**config.mk**
```make
export PLATFORM = sky130hd
export DESIGN_NAME = multicycle_ctrl
export DESIGN_NICKNAME = d
export VERILOG_FILES = /design/src/rtl/multicycle_ctrl.sv
export SDC_FILE = /design/constraint.sdc
export NUM_CORES = 1
export LEC_CHECK = 0
export BUFFER_PORTS_ARGS = -buffer_cell sky130_fd_sc_hd__buf_4
export CAP_MARGIN = 30
export CORE_ASPECT_RATIO = 1.1
export CORE_MARGIN = 2
export CORE_UTILIZATION = 25
export DETAILED_ROUTE_END_ITERATION = 10
export GPL_ROUTABILITY_DRIVEN = 0
export SLEW_MARGIN = 20
export SYNTH_ARGS = -nofsm -noshare
export SYNTH_HDL_FRONTEND = slang
export SYNTH_SLANG_ARGS = --single-unit
```
**constraint.sdc**
```tcl
create_clock -name clk -period 1.5 [get_ports clk]
set_input_delay 0.15 -clock clk [delete_from_list [all_inputs] [get_ports clk]]
set_output_delay 0.15 -clock clk [all_outputs]
set_load 0.03 [all_outputs]
```
**src/rtl/multicycle_ctrl.sv**
```systemverilog
// Main control FSM for the multicycle RV32I datapath: sequences the shared memory
// port, IR/PC/ALUOut loads, ALU operand muxes and register writeback per instruction.
module multicycle_ctrl #(
    parameter logic [3:0] RESET_STATE = 4'd0
) (
    input  logic       clk,
    input  logic       rst,
    input  logic [6:0] op,
    input  logic [2:0] funct3,
    input  logic       funct7b5,
    input  logic       Zero,
    input  logic       mem_ready,
    output logic       mem_req,
    output logic       MemWrite,
    output logic       AdrSrc,
    output logic       IRWrite,
    output logic       PCWrite,
    output logic       PCLsbClr,
    output logic       RegWrite,
    output logic [1:0] ALUSrcA,
    output logic [1:0] ALUSrcB,
    output logic [1:0] ResultSrc,
    output logic [3:0] ALUControl,
    output logic [2:0] ImmSrc,
    output logic       retire,
    output logic       trap
);

    typedef enum logic [3:0] {
        FETCH    = 4'd0,
        DECODE   = 4'd1,
        MEMADR   = 4'd2,
        MEMREAD  = 4'd3,
        MEMWB    = 4'd4,
        MEMWRITE = 4'd5,
        EXECR    = 4'd6,
        EXECI    = 4'd7,
        ALUWB    = 4'd8,
        BRANCH   = 4'd9,
        JAL      = 4'd10,
        JALR1    = 4'd11,
        JALR2    = 4'd12,
        LUI      = 4'd13,
        AUIPC    = 4'd14,
        TRAP     = 4'd15
    } state_t;

    localparam logic [3:0] ALU_ADD  = 4'd0;
    localparam logic [3:0] ALU_SUB  = 4'd1;
    localparam logic [3:0] ALU_AND  = 4'd2;
    localparam logic [3:0] ALU_OR   = 4'd3;
    localparam logic [3:0] ALU_XOR  = 4'd4;
    localparam logic [3:0] ALU_SLT  = 4'd5;
    localparam logic [3:0] ALU_SLTU = 4'd6;
    localparam logic [3:0] ALU_SLL  = 4'd7;
    localparam logic [3:0] ALU_SRL  = 4'd8;
    localparam logic [3:0] ALU_SRA  = 4'd9;

    state_t state;
    state_t dispatch;

    function automatic logic [3:0] alu_decode(input logic [2:0] f3, input logic alt);
        logic [3:0] res;
        case (f3)
            3'b000:  res = alt ? ALU_SUB : ALU_ADD;
            3'b001:  res = ALU_SLL;
            3'b010:  res = ALU_SLT;
            3'b011:  res = ALU_SLTU;
            3'b100:  res = ALU_XOR;
            3'b101:  res = alt ? ALU_SRA : ALU_SRL;
            3'b110:  res = ALU_OR;
            default: res = ALU_AND;
        endcase
        return res;
    endfunction

    // Branches with funct3 010/011 are illegal and are trapped at dispatch.
    always_comb begin
        dispatch = TRAP;
        case (op)
            7'h03, 7'h23: dispatch = MEMADR;
            7'h33:        dispatch = EXECR;
            7'h13:        dispatch = EXECI;
            7'h63:        dispatch = (funct3[2:1] == 2'b01) ? TRAP : BRANCH;
            7'h6F:        dispatch = JAL;
            7'h67:        dispatch = JALR1;
            7'h37:        dispatch = LUI;
            7'h17:        dispatch = AUIPC;
            default:      dispatch = TRAP;
        endcase
    end

    always_ff @(posedge clk or negedge rst) begin
        if (!rst) begin
            state <= state_t'(RESET_STATE);
        end else begin
            case (state)
                FETCH:    if (mem_ready) state <= DECODE;
                DECODE:   state <= dispatch;
                MEMADR:   state <= (op == 7'h03) ? MEMREAD : MEMWRITE;
                MEMREAD:  if (mem_ready) state <= MEMWB;
                MEMWRITE: if (mem_ready) state <= FETCH;
                EXECR:    state <= ALUWB;
                EXECI:    state <= ALUWB;
                JAL:      state <= ALUWB;
                JALR1:    state <= JALR2;
                JALR2:    state <= ALUWB;
                AUIPC:    state <= ALUWB;
                TRAP:     state <= TRAP;
                default:  state <= FETCH;
            endcase
        end
    end

    // Outputs stay combinational so FETCH/MEMWRITE and BRANCH can react to
    // mem_ready and Zero within the same cycle; everything is forced low in reset.
    always_comb begin
        mem_req    = 1'b0;
        MemWrite   = 1'b0;
        AdrSrc     = 1'b0;
        IRWrite    = 1'b0;
        PCWrite    = 1'b0;
        PCLsbClr   = 1'b0;
        RegWrite   = 1'b0;
        ALUSrcA    = 2'b00;
        ALUSrcB    = 2'b00;
        ResultSrc  = 2'b00;
        ALUControl = ALU_ADD;
        ImmSrc     = 3'b000;
        retire     = 1'b0;
        trap       = 1'b0;
        if (rst) begin
            case (op)
                7'h23:        ImmSrc = 3'b001;
                7'h63:        ImmSrc = 3'b010;
                7'h6F:        ImmSrc = 3'b011;
                7'h37, 7'h17: ImmSrc = 3'b100;
                default:      ImmSrc = 3'b000;
            endcase
            case (state)
                FETCH: begin
                    mem_req   = 1'b1;
                    ALUSrcB   = 2'b10;
                    ResultSrc = 2'b10;
                    IRWrite   = mem_ready;
                    PCWrite   = mem_ready;
                end
                DECODE: begin
                    ALUSrcA = 2'b01;
                    ALUSrcB = 2'b01;
                end
                MEMADR: begin
                    ALUSrcA = 2'b10;
                    ALUSrcB = 2'b01;
                end
                MEMREAD: begin
                    mem_req = 1'b1;
                    AdrSrc  = 1'b1;
                end
                MEMWB: begin
                    ResultSrc = 2'b01;
                    RegWrite  = 1'b1;
                    retire    = 1'b1;
                end
                MEMWRITE: begin
                    mem_req  = 1'b1;
                    MemWrite = 1'b1;
                    AdrSrc   = 1'b1;
                    retire   = mem_ready;
                end
                EXECR: begin
                    ALUSrcA    = 2'b10;
                    ALUControl = alu_decode(funct3, funct7b5);
                end
                EXECI: begin
                    ALUSrcA    = 2'b10;
                    ALUSrcB    = 2'b01;
                    ALUControl = alu_decode(funct3, funct7b5 && (funct3 == 3'b101));
                end
                ALUWB: begin
                    RegWrite = 1'b1;
                    retire   = 1'b1;
                end
                BRANCH: begin
                    ALUSrcA = 2'b10;
                    retire  = 1'b1;
                    case (funct3)
                        3'b000: begin ALUControl = ALU_SUB;  PCWrite = Zero;  end
                        3'b001: begin ALUControl = ALU_SUB;  PCWrite = !Zero; end
                        3'b100: begin ALUControl = ALU_SLT;  PCWrite = !Zero; end
                        3'b101: begin ALUControl = ALU_SLT;  PCWrite = Zero;  end
                        3'b110: begin ALUControl = ALU_SLTU; PCWrite = !Zero; end
                        3'b111: begin ALUControl = ALU_SLTU; PCWrite = Zero;  end
                        default: begin ALUControl = ALU_SUB; PCWrite = 1'b0;  end
                    endcase
                end
                JAL: begin
                    ALUSrcA = 2'b01;
                    ALUSrcB = 2'b10;
                    PCWrite = 1'b1;
                end
                JALR1: begin
                    ALUSrcA = 2'b10;
                    ALUSrcB = 2'b01;
                end
                JALR2: begin
                    ALUSrcA  = 2'b01;
                    ALUSrcB  = 2'b10;
                    PCWrite  = 1'b1;
                    PCLsbClr = 1'b1;
                end
                LUI: begin
                    ResultSrc = 2'b11;
                    RegWrite  = 1'b1;
                    retire    = 1'b1;
                end
                AUIPC: begin
                    ALUSrcA = 2'b01;
                    ALUSrcB = 2'b01;
                end
                TRAP: begin
                    trap = 1'b1;
                end
                default: begin
                    trap = 1'b0;
                end
            endcase
        end
    end

endmodule
```
==> metrics.yaml, run 1 <==
layout_min_cycle_time_ps: 1670
area_delta_synth_final_pct: 89.8
critPathBufInv: 2
hpwl_um: 2260
skew_ps: 4.72
regMostFlops: "state"
yosys.area.top_type: "dfrtp_1"
drv_cap: 0
htreeDepth: 1
register_area_um2: 103
path_cells: "buf_12, and3_4, o211ai_1, o21ai_1, and2_4, buf_6"
cts_buffer_depth: 2
required_ps: 1350
largest_reg_flops: 4
io_buffers: 36
crit_slowest_cell: "dfrtp_2"
vias_per_cell: 5.10
num_antenna_cells: 0
yosysUniqueCellTypes: 49
first_iter_violations: 37
fin_ws_ps: -170
die_y_um: 68.5
avgSynthCellArea_um2: 6.39
cp_max_fo: 4
status: "complete, but fails checks"
antenna_found_initial: 0
synthSimpleGateAreaFrac_pct: 42.7
grt_usage_pct: 15.9
clk_latency_ps: 220
cts_tree: "done"
clk_pin_slew_ps: 40
synth_edf_count: 0
powerDensity_mw_per_mm2: 1660
rsz0062_at_grt: "yes"
grt_max_degree: 18
synthTopCellsByArea: "dfrtp_1, nor2_1, o21ai_0"
start_util_pct: 26.1
num_rows: 23
end_kind: "output port"
root_buffer: "clkbuf_8"
ir_worst_vdd_uv: 883
numCtsBuffers: 3
synth_top_area_share_pct: 10.6
via_count: 1276
nets: 217
fin_tns_setup_ps: -1460
power_leakage_nw: 0.764
worst_pin_slew_ps: 257
ioPinCount: 37
netlist_instances: 148
die_w_um: 62.7
drc: 0
first_global_vias: 1168
cp-start-kind: "flop"
syn-cell-area_um2: 946
synth_top_family_by_area: "simple AND/OR/NAND/NOR gates"
finalCritPeriodShare_pct: 111
violations: "setup timing"
power_mw: 2.98
whs_path_depth: 3
cp.depth: 6
max_slew_margin_pct: 82.8
critPathMaxStageDelay_ps: 440
critPathTopFamily: "flip-flops"
core_mm2: 0.00363
ys_warn_count: 0
critical_path_class: "reg -> out"
cts_sinks: 4
hold_ws_ps: 332
die_area_mm2: 0.00429
drive_gt1_share_pct: 60.5
synthAdderAreaFrac_pct: 0
n_fill_cell: 372
cp.arrival_ps: 1520
hold_viol: 0
globalRoute.totalOverflow: 0
synth_mux_area_share_pct: 0
ys_async_sr_fraction_pct: 100
synthXorXnorAreaFrac_pct: 4.63
drt-wirelength-per-cell_um: 13.6
hold_class: "in -> reg"
synth_fp_nets: 163
synth-seq-cells: 4
fmax_mhz: 599
top_regs: "state (4)"
finalSetupViolations: 15
r2r_cells: 6
slew_viol_final: 0
ys_seq_area_share_pct: 10.6
place_inst: 239
finalNonFillerCells: 250
synth_top_flop_cell: "dfrtp_1"
synth-compound-area-share_pct: 30.3
drt_first_pass_iters: 4
antenna_left: 0
multiInputGateArea_um2: 963
wl_um: 3390
grt_first_pass_wirelength_um: 5350
## final cells by class
type | count | area share [%]
clock buffers | 3 | 2.30
multi-input cells | 125 | 53.7
well taps | 50 | 3.48
repair buffers | 64 | 33.3
inverters | 4 | 1.53
flip-flops and latches | 4 | 5.71
## path summary, 6_finish.rpt
kind | endpoint | from | slack [ps]
max in group asynchronous | state[2]$_DFFE_PN0P_ | rst | 780
min in group asynchronous | state[1]$_DFFE_PN0P_ | rst | 500
worst max-delay path | ALUControl[1] | state[3]$_DFFE_PN0P_ | -170
worst min-delay path | state[2]$_DFFE_PN0P_ | mem_ready | 330
worst max register to register | state[2]$_DFFE_PN0P_ | state[3]$_DFFE_PN0P_ | 50
worst min register to register | state[3]$_DFFE_PN0P_ | state[1]$_DFFE_PN0P_ | 730
## cells in the final DEF (no fill, tap or decap), drive strengths merged, types with 4 or more instances in the layout
master and instances:
a21oi 12, nor3b 4, o21ai 15, nor2 20, dfrtp 4, buf 63
and2 4, nand2 16, nor3 8, a21boi 4
## synth_stat cells (3+ instances only)
| library cell | count |
|---|---|
| and3_1 | 3 |
| inv_1 | 3 |
| nor2_1 | 19 |
| o21ai_0 | 14 |
| a21boi_0 | 3 |
| nor3b_1 | 4 |
| clkbuf_1 | 7 |
| and2_1 | 3 |
| a21oi_1 | 12 |
| nand2_1 | 16 |
| nand3_1 | 3 |
| nor3_1 | 8 |
| xnor2_1 | 3 |
| dfrtp_1 | 4 |
## where the power goes
| part | total [mW] | switching [mW] | internal, mW |
|---|---|---|---|
| logic | 2.52 | 1.32 | 1.20 |
| clock network | 0.239 | 0.0668 | 0.172 |
| registers | 0.219 | 0.0601 | 0.159 |
| total | 2.98 | 1.44 | 1.53 |
## worst register-to-register path, cell delays in order (launching register included)
cell	delay [ps]
dfrtp_2	440
buf_6	150
buf_12	120
buf_4	140
a221oi_1	250
a21oi_1	70
a21o_1	170
## through the flow
step	area, um2	worst slack [ps]	util (%)
CTS	1650	-182	45.4
global route	1800	-239	49.5
finish	1800	-170	49.5
detailed placement	1390	-24.4	38.4
floorplan	1010	-37.4	-
global placement	1390	-15.3	38.4
## logic make-up (layout without fill, tap and decap cells)
group / after synthesis / after routing
AO/OA/AOI/OAI: 47 / 47
XOR/XNOR: 5 / 5
buffers and inverters: 19 / 71
flip-flops: 4 / 4
AND/OR/NAND/NOR: 73 / 73
## per-layer routing
metal	vias up	global-route usage (%)	wire [um]
met3	7	1.79	129
met2	39	27.6	1740
li1	632	-	-
met4	0	7.50	67
met1	598	20.0	1450
met5	-	0	0
## what timing repair did
item	in CTS	in global routing
hold buffers	1	0
pin swaps	5	16
hold endpoints to repair	4	0
setup buffers	3	4
gates cloned	0	0
setup endpoints to repair	19	19
gates resized for setup	46	34
No activity file was read; power rests on OpenSTA's default activity.
==> run 2, diff against run 1 <==
BUFFER_PORTS_ARGS = unset   (was -buffer_cell sky130_fd_sc_hd__buf_4)
DONT_BUFFER_PORTS = 1   (was unset)
==> run 2 against run 1 <==
The flow still finishes with violations (setup timing). Critical endpoint is now ALUSrcB[1]. Utilization is 2.2 points higher. Flip-flop and latch count stayed put. Global-route usage is 0.11 points higher. Cell count is 3.6% lower. Critical path type unchanged. Wire length is 16% higher. Combinational power is 21% higher. Critical path depth is 1 lower. Clock-buffer cell count stayed put. Clock skew is 3.6 ps lower. Clock power is 3% lower.
==> metrics.yaml, run 2 (synthesis gave the netlist of run 1 again) <==
cp-endpoint: "ALUSrcB[1]"  # was ALUControl[1]
hpwl_um: 2140  # was 2260 um
ir_worst_vdd_uv: 966  # was 883 uV
r2r_cells: 7  # was 6
clk_pin_slew_ps: 30  # was 40 ps
cp.arrival_ps: 1520  # about the same
die_area_mm2: 0.00429  # unchanged
hold_viol: 0  # unchanged
cts_sinks: 4  # unchanged
max_slew_margin_pct: 80.0  # was 82.8%
critical_path.startpoint: "state[2]$_DFFE_PN0P_"  # was state[3]$_DFFE_PN0P_
grt_usage_pct: 16.0  # was 15.9%
grt_max_degree: 18  # unchanged
netSwitchingFraction_pct: 48.2  # was 48.5%
p_switching_mw: 1.71  # was 1.44 mW
finalCritPeriodShare_pct: 111  # about the same
layout_min_cycle_time_ps: 1670  # about the same
status: "complete, but fails checks"  # unchanged
path_cells: "buf_12, xor2_4, a21oi_2, nor3b_4, buf_12"  # was buf_12, and3_4, o211ai_1, o21ai_1, and2_4, buf_6
critPathBufInv: 2  # unchanged
crit_slowest_cell: "dfrtp_2"  # unchanged
cp-start-kind: "flop"  # unchanged
cp_max_fo: 8  # was 4
slew_viol_final: 0  # unchanged
area_delta_synth_final_pct: 98.1  # was 89.8%
p_int_mw: 1.83  # was 1.53 mW
powerDensity_mw_per_mm2: 1890  # was 1660 mW/mm2
n_fill_cell: 331  # was 372
num_antenna_cells: 0  # unchanged
mostFrequentLayoutCells: "buf_4, buf_6, nor2_4"  # was buf_4, buf_6, nand2_1
critPathMaxStageDelay_ps: 440  # about the same
fin_util_pct: 51.7  # was 49.5%
rsz0062_at_grt: "yes"  # unchanged
comb_power_share_pct: 86.2  # was 84.6%
root_buffer: "clkbuf_8"  # unchanged
drc: 0  # unchanged
io_buffers: 0  # was 36
htreeDepth: 1  # unchanged
first_iter_violations: 35  # was 37
worst_pin_slew_ps: 302  # was 257 ps
rrSetupSlack_ps: -50  # was 50 ps
grt_first_pass_wirelength_um: 5350  # unchanged
antenna_found_initial: 0  # unchanged
globalRoute.totalOverflow: 0  # unchanged
finalSetupViolations: 18  # was 15
violations: "setup timing"  # unchanged
r2r_start: "state[0]$_DFFE_PN0P_"  # was state[3]$_DFFE_PN0P_
hold_ws_ps: 155  # was 332 ps
die_y_um: 68.5  # unchanged
numCtsBuffers: 3  # unchanged
end_kind: "output port"  # unchanged
required_ps: 1350  # about the same
first_global_vias: 1169  # was 1,168
drive_gt1_share_pct: 66.0  # was 60.5%
power_leakage_nw: 0.730  # was 0.764 nW
wl_um: 3920  # was 3390 um
regMostFlops: "state"  # unchanged
top_regs: "state (4)"  # unchanged
skew_ps: 1.14  # was 4.72 ps
r2r-end: "state[2]$_DFFE_PN0P_"  # unchanged
fin_tns_setup_ps: -1600  # was -1460 ps
via_count: 1298  # was 1,276
drt-wirelength-per-cell_um: 16.3  # was 13.6 um
vias_per_cell: 5.39  # was 5.10
start_util_pct: 26.1  # unchanged
antenna_left: 0  # unchanged
cp.depth: 5  # was 6
drv_cap: 0  # unchanged
ioPinCount: 37  # unchanged
fmax_mhz: 598  # was 599 MHz
num_rows: 23  # unchanged
nets: 208  # was 217
hold_class: "in -> reg"  # unchanged
critPathTopFamily: "flip-flops"  # unchanged
p_seq_share_pct: 7.2  # was 7.4%
clk_latency_ps: 220  # about the same
pwr-share-clk_pct: 6.6  # was 8.0%
crit_path_frequent_cell: "buf_12"
cts_buffer_depth: 2  # unchanged
largest_reg_flops: 4  # unchanged
fin_ws_ps: -171  # was -170 ps
final_common_cell: "buf_4"  # unchanged
core_mm2: 0.00363  # unchanged
drt_first_pass_iters: 4  # unchanged
die_w_um: 62.7  # unchanged
critical_path_class: "reg -> out"  # unchanged
cts_tree: "done"  # unchanged
run 2: cell types whose count changed in the layout (fill, tap and decap cells not counted), sizes merged:
cell,previous run,this run
clkinv,1,0
buf,63,53
inv,3,4
clkbuf,3,4
run 2: worst min path at each step:
stage	startpoint	endpoint	slack [ps]	depth (start not counted)
floorplan	rst	state[0]$_DFFE_PN0P_	-150	0
global placement	rst	state[1]$_DFFE_PN0P_	-140	0
detailed placement	rst	state[3]$_DFFE_PN0P_	-140	0
CTS	mem_ready	state[2]$_DFFE_PN0P_	150	2
global route	mem_ready	state[2]$_DFFE_PN0P_	150	2
finish	mem_ready	state[2]$_DFFE_PN0P_	160	2
run 2: through the flow:
stage / cell area, um2 / setup slack (ps) / power, mW / std cells
floorplan: 1010 / -37.4 / 1.37 / 148
global placement: 1250 / 29.1 / 1.88 / 219
detailed placement: 1250 / 21.6 / 1.89 / 219
CTS: 1630 / -105 / 2.89 / 234
global route: 1870 / -236 / 3.72 / 241
finish: 1870 / -171 / 3.54 / 241
run 2: repair_timing:
action	CTS	global route
setup endpoints to repair	19	20
cloned	0	1
endpoints found under the hold margin	4	0
buffers inserted	11	6
hold buffers	1	0
pin swaps	22	22
resized for setup	67	44
run 2: power groups by stage:
stage          clock network (mW)  logic, mW  registers [mW]
6_report                    0.233       3.05           0.256
5_1_grt                     0.244       3.21           0.264
4_1_cts                     0.234       2.42           0.229
3_5_place_dp                    0       1.68           0.209
3_3_place_gp                    0       1.67           0.209
2_1_floorplan                   0       1.21           0.163
run 2: per-layer routing:
layer / track usage (%) / wire length, um
met4: 9.44 / 134
met1: 18.4 / 1530
met3: 2.76 / 210
met2: 28.5 / 2050
met5: 0 / 0
run 2: cell type report:
cell class / instances / area [um2] / area share [%]
inverter: 4 / 25.0 / 1.34
clock buffer: 3 / 41.3 / 2.20
tap: 50 / 62.6 / 3.34
timing repair buffer: 55 / 571 / 30.4
multi-input combinational: 125 / 1070 / 57.1
sequential: 4 / 104 / 5.54
run 2: worst register-to-register path, cell delays in order (launching register included):
cell and delay, ps:
dfrtp_1 400, buf_6 170, buf_4 130, nor2_4 40
buf_4 130, a221oi_1 300, a21oi_1 100, a21o_1 170
